File: src/rtl/hier_leaf_fifo_stage.sv
// -----------------------------------------------------------------------------
// hier_leaf_fifo_stage
//
// Purpose
//   Leaf buffering stage that sits under one hierarchy node. Words arrive from
//   the parent on a valid/ready port, are held in a small FIFO, and leave on a
//   valid/ready port towards the next leaf. Occupancy is reported on level_o.
//   A sticky error flag records an input stall that lasts 16 cycles.
//
// Handshake
//   A word moves on a port in every cycle where valid and ready are both high
//   at the rising clock edge. A producer holds valid and data steady until the
//   word is taken. Ready never depends combinationally on valid on either port.
//
// Ports
//   clk        in   1              rising-edge clock
//   rst_n      in   1              asynchronous active-low reset
//   in_valid   in   1              upstream word valid
//   in_data    in   DATA_W         upstream word
//   in_ready   out  1              stage can accept (not full)
//   out_valid  out  1              head word valid (not empty)
//   out_data   out  DATA_W         head word, read from the storage registers
//   out_ready  in   1              downstream accepts
//   level_o    out  $clog2(DEPTH)+1  occupancy 0..DEPTH
//   err_o      out  1              sticky error flag
//   id_o       out  4              constant INST_ID
//
// Build option
//   HIER_LEAF_PARITY_EN : when defined, every entry carries an even-parity bit
//   written on push and rechecked on pop; a mismatch sets err_o. The port list
//   is the same in both builds.
// -----------------------------------------------------------------------------
module hier_leaf_fifo_stage #(
    parameter int DATA_W  = 8,
    parameter int DEPTH   = 4,
    parameter int INST_ID = 0
) (
    input  logic                       clk,
    input  logic                       rst_n,
    input  logic                       in_valid,
    input  logic [DATA_W-1:0]          in_data,
    output logic                       in_ready,
    output logic                       out_valid,
    output logic [DATA_W-1:0]          out_data,
    input  logic                       out_ready,
    output logic [$clog2(DEPTH):0]     level_o,
    output logic                       err_o,
    output logic [3:0]                 id_o
);

    localparam int PTR_W = $clog2(DEPTH);
    localparam int LVL_W = PTR_W + 1;
    localparam logic [LVL_W-1:0] LVL_FULL = LVL_W'(DEPTH);
    localparam logic [4:0]       WD_LIMIT = 5'd16;

    typedef enum logic [1:0] {
        ST_EMPTY   = 2'd0,
        ST_PARTIAL = 2'd1,
        ST_FULL    = 2'd2
    } ctrl_t;

    // Storage and control state
    logic [DATA_W-1:0] r_mem [DEPTH];
    logic [PTR_W-1:0]  r_wr_ptr;
    logic [PTR_W-1:0]  r_rd_ptr;
    logic [LVL_W-1:0]  r_level;
    ctrl_t             r_ctrl_q;
    logic [4:0]        r_wd_cnt;
    logic              r_err;

    // Combinational helpers
    ctrl_t             w_ctrl_next;
    logic [LVL_W-1:0]  w_level_next;
    logic [4:0]        w_wd_next;
    logic              w_in_ready;
    logic              w_out_valid;
    logic              w_push;
    logic              w_pop;
    logic              w_stall;
    logic              w_par_err;

    // Flags come straight from the control state, so a pop in a FULL cycle
    // cannot reopen in_ready until the state register has moved on.
    assign w_in_ready  = (r_ctrl_q != ST_FULL);
    assign w_out_valid = (r_ctrl_q != ST_EMPTY);
    assign w_push      = in_valid & w_in_ready;
    assign w_pop       = w_out_valid & out_ready;
    assign w_stall     = in_valid & ~w_in_ready;

    assign in_ready  = w_in_ready;
    assign out_valid = w_out_valid;
    assign out_data  = r_mem[r_rd_ptr];
    assign level_o   = (r_ctrl_q == ST_EMPTY) ? '0 : r_level;
    assign err_o     = r_err;
    assign id_o      = 4'(INST_ID);

    // Next level and next control state
    always_comb begin
        w_level_next = r_level;
        w_ctrl_next  = r_ctrl_q;
        case ({w_push, w_pop})
            2'b10:   w_level_next = r_level + LVL_W'(1);
            2'b01:   w_level_next = r_level - LVL_W'(1);
            default: w_level_next = r_level;
        endcase
        case (r_ctrl_q)
            ST_EMPTY: begin
                if (w_push) begin
                    w_ctrl_next = ST_PARTIAL;
                end
            end
            ST_PARTIAL: begin
                if (w_level_next == LVL_FULL) begin
                    w_ctrl_next = ST_FULL;
                end else if (w_level_next == '0) begin
                    w_ctrl_next = ST_EMPTY;
                end
            end
            ST_FULL: begin
                if (w_pop) begin
                    w_ctrl_next = ST_PARTIAL;
                end
            end
            default: w_ctrl_next = ST_EMPTY;
        endcase
    end

    // Stall watchdog: counts cycles with a refused push, saturating at 16.
    // Only an accepted push clears it; an idle input leaves it unchanged.
    always_comb begin
        w_wd_next = r_wd_cnt;
        if (w_push) begin
            w_wd_next = '0;
        end else if (w_stall && (r_wd_cnt != WD_LIMIT)) begin
            w_wd_next = r_wd_cnt + 5'd1;
        end
    end

`ifdef HIER_LEAF_PARITY_EN
    logic r_par [DEPTH];

    assign w_par_err = w_pop & ((^r_mem[r_rd_ptr]) != r_par[r_rd_ptr]);

    always_ff @(posedge clk or negedge rst_n) begin
        if (!rst_n) begin
            for (int i = 0; i < DEPTH; i++) begin
                r_par[i] <= 1'b0;
            end
        end else if (w_push) begin
            r_par[r_wr_ptr] <= ^in_data;
        end
    end
`else
    assign w_par_err = 1'b0;
`endif

    // Control state register
    always_ff @(posedge clk or negedge rst_n) begin
        if (!rst_n) begin
            r_ctrl_q <= ST_EMPTY;
            r_level  <= '0;
            r_wr_ptr <= '0;
            r_rd_ptr <= '0;
            r_wd_cnt <= '0;
            r_err    <= 1'b0;
        end else begin
            r_ctrl_q <= w_ctrl_next;
            r_level  <= w_level_next;
            r_wd_cnt <= w_wd_next;
            r_err    <= r_err | (w_wd_next == WD_LIMIT) | w_par_err;
            if (w_push) begin
                r_wr_ptr <= r_wr_ptr + PTR_W'(1);
            end
            if (w_pop) begin
                r_rd_ptr <= r_rd_ptr + PTR_W'(1);
            end
        end
    end

    // Storage array; cleared on reset so out_data reads zero afterwards
    always_ff @(posedge clk or negedge rst_n) begin
        if (!rst_n) begin
            for (int i = 0; i < DEPTH; i++) begin
                r_mem[i] <= '0;
            end
        end else if (w_push) begin
            r_mem[r_wr_ptr] <= in_data;
        end
    end

endmodule

File: config.mk
export PLATFORM = sky130hd
export DESIGN_NAME = hier_leaf_fifo_stage
export DESIGN_NICKNAME = d
export VERILOG_FILES = /design/src/rtl/hier_leaf_fifo_stage.sv
export SDC_FILE = /design/constraint.sdc
export NUM_CORES = 1
export LEC_CHECK = 0
export BUFFER_PORTS_ARGS = -buffer_cell sky130_fd_sc_hd__buf_2
export CORE_ASPECT_RATIO = 0.5
export CORE_MARGIN = 2
export CORE_UTILIZATION = 60
export CTS_CLUSTER_DIAMETER = 150
export DETAILED_ROUTE_END_ITERATION = 10
export PLACE_DENSITY = 0.78
export REMOVE_ABC_BUFFERS = 1
export SLEW_MARGIN = 10
export SYNTH_ARGS = -nofsm -noshare
export SYNTH_HDL_FRONTEND = slang
export SYNTH_SLANG_ARGS = --single-unit
File: constraint.sdc
create_clock -name clk -period 6.2 [get_ports clk]
set_input_delay 0 -clock clk [delete_from_list [all_inputs] [get_ports clk]]
set_output_delay 0 -clock clk [all_outputs]
set_load 0.005 [all_outputs]
Yosys cells after proc, flatten, opt, wreduce, memory -nomap -nowiden. Index checks and enable logic that the tools add are counted.

Output and inout port bits: 18. Flip-flop bits (word level): 47. Input port bits: 12. Memory bits (writable): 0. Latch bits: 0. Memories kept: 0. Logic and storage cells: 57. ROM bits: 0.

Add/subtract/negate cells: 5. Multiply operators: 0. Multiplexer cells: 15. Bitwise gates (word level): 7. Div/mod/pow operators: 0. Reduce and logical (&&, ||, !) cells: 6. Eq/ne operators: 11. Magnitude comparators: 3. Shift operators: 0.

Operator list (number): $bwmux 32 (1); $mux 8 (3); $bmux 8 s2 (1); $demux 8 s2 (1); $mux 5 (2); $mux 2 (4); $ge 3x3->1 const B (2); $ne 2x2->1 const B (3); $not 2->3 (2); $pmux 2 s3 (1); $pmux 3 s2 (1); $add 5x1->5 const B (1); $eq 5x5->1 const B (1); $ne 5x5->1 const B (1); $add 2x1->2 const B (2); $eq 2x1->1 const B (2); $eq 2x2->1 const B (2); $add 3x1->3 const B (1); $and 1x1->1 (3); $eq 3x3->1 const B (1); $logic_not 3->1 (1); $lt 3x1->1 const B (1); $mux 3 (1); $ne 3x3->1 const B (1); 7 further kinds (8).

Longest topological paths before layout.
Depth in word-level cells: 8. Mapped depth: 11.

Worst setup path after synthesis. Ideal clock, no wire load.

Kind: reg-to-reg. From: register r_ctrl_q[0]. To: register r_ctrl_q[1]. Stages on the path, launching flop included: 12. Slack: 4.032 ns. Data required time: 6.122 ns. Arrival time: 2.090 ns. Library setup time: 0.078 ns. Path through: dfrtp_1 > nand2b_4 > and2_4 > buf_12 > inv_1 > ha_1 > inv_1 > fa_1 > xor2_1 > nor2_1 > xor2_1 > o2bb2ai_1.

Word-level cells in the longest chain between the ends: 7. Elaborated cells on any way between the ends: 18. Classes of those cells: eq/ne (9); mux (3); bitwise (2); reduce/logical (4).

Ends and longest elaborated chain: from (decl) (line 67) `ctrl_t r_ctrl_q;`; from (signal assigned) (line 167) `r_ctrl_q <= w_ctrl_next;`; $ne 2x2->1 (*) (line 84) `assign w_in_ready = (r_ctrl_q != ST_FULL);`; net in_ready (line 42) `output logic in_ready,`; $and 1x1->1 (*) (line 86) `assign w_push = in_valid & w_in_ready;`; $eq 2x1->1 or $eq 2x2->1 (tied branches) (line 101) `case ({w_push, w_pop})`; $pmux 3 s2 (*) (line 101); net w_level_next[2] (line 73) `logic [LVL_W-1:0] w_level_next;`; $eq 3x3->1 or $logic_not 3->1 (tied branches) (line 113, 115); $ne 3x3->1 (no source line) or $mux 2 (tied branches); $reduce_and 3->1 (no source line) or $pmux 2 s3 (tied branches).

Mark *: on every way through the listed nets, which the timed path passes. The rest lies on a longest branch. A chain may end at the register's enable or synchronous reset.

Worst setup path after layout.
From: register r_ctrl_q[0]. To: register r_ctrl_q[1].

Word-level cells in the longest chain between the ends: 7. Elaborated cells on any way between the ends: 18. Classes of those cells: eq/ne (9); mux (3); bitwise (2); reduce/logical (4).

Ends and longest elaborated chain (line): $ne 2x2->1 or $reduce_bool 2->1 (tied branches) (84, 85); $and 1x1->1 (on tied branches) (86, 87); $eq 2x1->1 or $eq 2x2->1 (tied branches) (101); $pmux 3 s2 (*) (101); net w_level_next[1] (73); $eq 3x3->1 or $logic_not 3->1 (tied branches) (113, 115); $ne 3x3->1 (no source line) or $mux 2 (tied branches); $reduce_and 3->1 (no source line) or $pmux 2 s3 (tied branches).

Marked as above.

==> out/summary.json <==
{
  "floorplan": {
    "core_area_um2": 3920,
    "placement_rows": 16,
    "ios": 30,
    "chipHeight_um": 49.3,
    "die_width_um": 94.5,
    "floorplan.die_area_um2": 4650,
    "initial_utilization_pct": 62.6
  },
  "synthesis": {
    "post-synth-top-area-fraction_pct": 47.9,
    "postSynthAreaPerCell_um2": 14.5,
    "ys_seq_elements": 47,
    "yosys.area.top_type": "dfrtp_1",
    "yosys_warnings": 0,
    "synth-seq-area-share_pct": 47.9,
    "post_synth_num_cell_types": 36,
    "synthesized_instance_count": 169,
    "synth_area_leaders": "dfrtp_1, mux2_4, mux4_2",
    "post_synth_instance_area_um2": 2460
  },
  "cts": {
    "number_of_h_tree_levels": 2,
    "post-cts-setup-buffer-count": 0,
    "cts-root-buf": "clkbuf_8",
    "tritoncts_clock_tree": "done",
    "ctsLongestPathBuffers": 2,
    "cts.clk_slew.worst_paths_ps": 80,
    "clkSinkCount": 47,
    "hold_bufs_at_cts": 10,
    "tritoncts.num_buffers": 5,
    "clk_latency_ps": 300,
    "post_cts_resized": 0
  },
  "worst_setup_path": {
    "worstSetupStartpointType": "flop",
    "cp-end-kind": "flop",
    "crit_fanout": 10,
    "data_required_critical_path_ps": 6390,
    "endpoint_arrival_time_on_the_critical_path_ps": 2630,
    "worstSetupPathType": "reg2reg"
  },
  "global_route": {
    "grt_pass1_wl_mm": 7.24,
    "globalRoute.totalOverflow": 0,
    "grt_start_max_net_pins": 48,
    "grt_antenna_before_repair": 0,
    "track_usage_pct": 20.7,
    "grt_pass1_vias": 1537
  },
  "routing": {
    "drt_pre_antenna_iters": 4,
    "detail-route-antenna-nets": 0,
    "drc_errors": 0,
    "detailroute.via_count": 1405,
    "drtIter0Drc": 26,
    "final_wirelength_mm": 4.08,
    "avgViaCountPerCell": 5.36,
    "route.detailed.wl_per_inst_um": 15.6
  },
  "power": {
    "worst_ir_drop_vdd_uv": 263,
    "power_density_nw_per_um2": 495,
    "power.leakage_nw": 1.37
  },
  "run_status": {
    "run_status": "completed"
  },
  "timing": {
    "setup_violations": 0,
    "fin_crit_sh_pct": 39.4,
    "setup-tns-final_ps": 0,
    "finalCriticalPeriod_ps": 2440,
    "clock-skew-final_ps": 7.42,
    "maxSlewHeadroom_pct": 31.2,
    "worst_pin_slew_ps": 1030,
    "timing.final.max_slew_violations": 0,
    "grt_setup_unrepaired": "no",
    "fin_worst_hold_slack_ps": 95.5,
    "timing.fmax_mhz": 410,
    "hold_viol_final": 0
  },
  "placement": {
    "port-buffer-count": 25,
    "finalWeightedCongestion": 0.882,
    "dp_hpwl_mm": 2.67
  },
  "layout": {
    "nFillCells": 274,
    "drive_gt1_share_pct": 38.9,
    "area_growth_syn_to_layout_pct": 14.0,
    "antenna-diode-count": 0,
    "final_net_count": 227
  },
  "job": {
    "max_cap_violations": 0
  },
  "worst_hold_path": {
    "tightest_hold_check_type": "in2reg"
  }
}
worst max-delay path, cell delays in order, from the launching register on:
cell and delay, ps:
dfrtp_1 420, nand2b_4 180, and2_4 330, inv_1 80, ha_1 230, inv_1 80
fa_1 410, o21ai_0 370, nor3_1 100, o2bb2ai_1 140
cell usage after synthesis:
library cell / count
nor3_1: 1
nand3_1: 1
and3_1: 2
o21ai_0: 6
fa_1: 1
a22o_1: 1
nand2b_4: 1
and2_1: 1
nor3b_1: 1
nand2_8: 4
mux4_2: 8
xnor2_1: 4
buf_12: 1
inv_1: 10
o22ai_1: 2
o21a_1: 1
nor2_1: 9
o2bb2ai_1: 1
nand3b_1: 2
or2b_1: 1
mux2i_1: 2
buf_4: 4
or3_1: 2
buf_2: 1
nor2b_1: 2
conb_1: 1
buf_1: 1
dfrtp_1: 47
and2_4: 1
nand2_1: 4
a31o_2: 1
xor2_1: 3
ha_1: 7
mux2_4: 32
a21oi_1: 2
and3b_2: 1
metrics by stage:
stage | utilization, % | cells | cell area [um2] | total power [mW] | setup slack, ps
after floorplan | - | 165 | 2410 | 1.03 | 4030
after global placement | 66.3 | 244 | 2600 | 1.17 | 3880
after detailed placement | 66.3 | 244 | 2600 | 1.19 | 3800
after CTS | 71.4 | 262 | 2800 | 1.40 | 3770
after global routing | 71.4 | 262 | 2800 | 1.49 | 3630
final | 71.4 | 262 | 2800 | 1.39 | 3760
report_power, final:
part | total [mW] | switching, mW | internal [mW]
clock | 0.197 | 0.106 | 0.0911
combinational | 0.628 | 0.232 | 0.396
sequential | 0.560 | 0.113 | 0.447
sequential cells by signal, summed over array words and instances, names as in the netlist:
| signal | count |
|---|---|
| r_wr_ptr | 2 |
| err_o | 1 |
| r_rd_ptr | 2 |
| r_ctrl_q | 2 |
| r_wd_cnt | 5 |
| r_mem | 32 |
| r_level | 3 |
final cells by class:
cell class / instances / area [um2] / area share [%]
clock buffers: 6 / 82.6 / 2.95
clock inverters: 2 / 16.3 / 0.581
inverters: 10 / 37.5 / 1.34
multi-input cells: 108 / 1200 / 42.7
flip-flops and latches: 47 / 1180 / 42.0
well taps: 54 / 67.6 / 2.41
repair buffers: 35 / 225 / 8.04
routing by layer:
metal / vias to the layer above / wire, um / GRT usage, %
li1: 658 / - / -
met1: 712 / 2000 / 27.9
met2: 31 / 1890 / 33.9
met3: 4 / 168 / 5.56
met4: 0 / 15 / 5.07
met5: - / 0 / 0
path summary, 6_finish.rpt:
check,from,slack [ps],cells after the start,end
min,in_valid,100,3,r_ctrl_q[0]
max reg2reg,r_ctrl_q[0],3760,9,r_ctrl_q[1]
max,r_ctrl_q[0],3760,9,r_ctrl_q[1]
max in group asynchronous,rst_n,5150,2,r_mem[13]
min reg2reg,err_o,490,1,err_o
min in group asynchronous,rst_n,420,2,err_o
cells in the final DEF, fill, tap and decap left out, types with 4 or more instances in the layout:
cell type,instances
nand2_8,4
dfrtp_1,47
mux4_2,8
nand2_1,4
xnor2_1,4
ha_1,7
buf_2,25
mux2_4,32
conb_1,4
clkbuf_8,6
inv_1,10
o21ai_0,6
nor2_1,9
dlygate4sd3_1,10
logic make-up (layout without fill, tap and decap cells):
logic type / Yosys count / after routing / share of synthesized area [%]
and+or+nand+nor: 33 / 33 / 9.98
buffers and inverters: 17 / 53 / 3.92
muxes: 42 / 42 / 27.7
AOI/OAI and AO/OA: 14 / 14 / 3.51
adders and majority gates: 8 / 8 / 4.38
other: 1 / 4 / 0.153
DFF: 47 / 47 / 47.9
xor gates and xnor gates: 7 / 7 / 2.49
(Power assumes the default switching activity.)
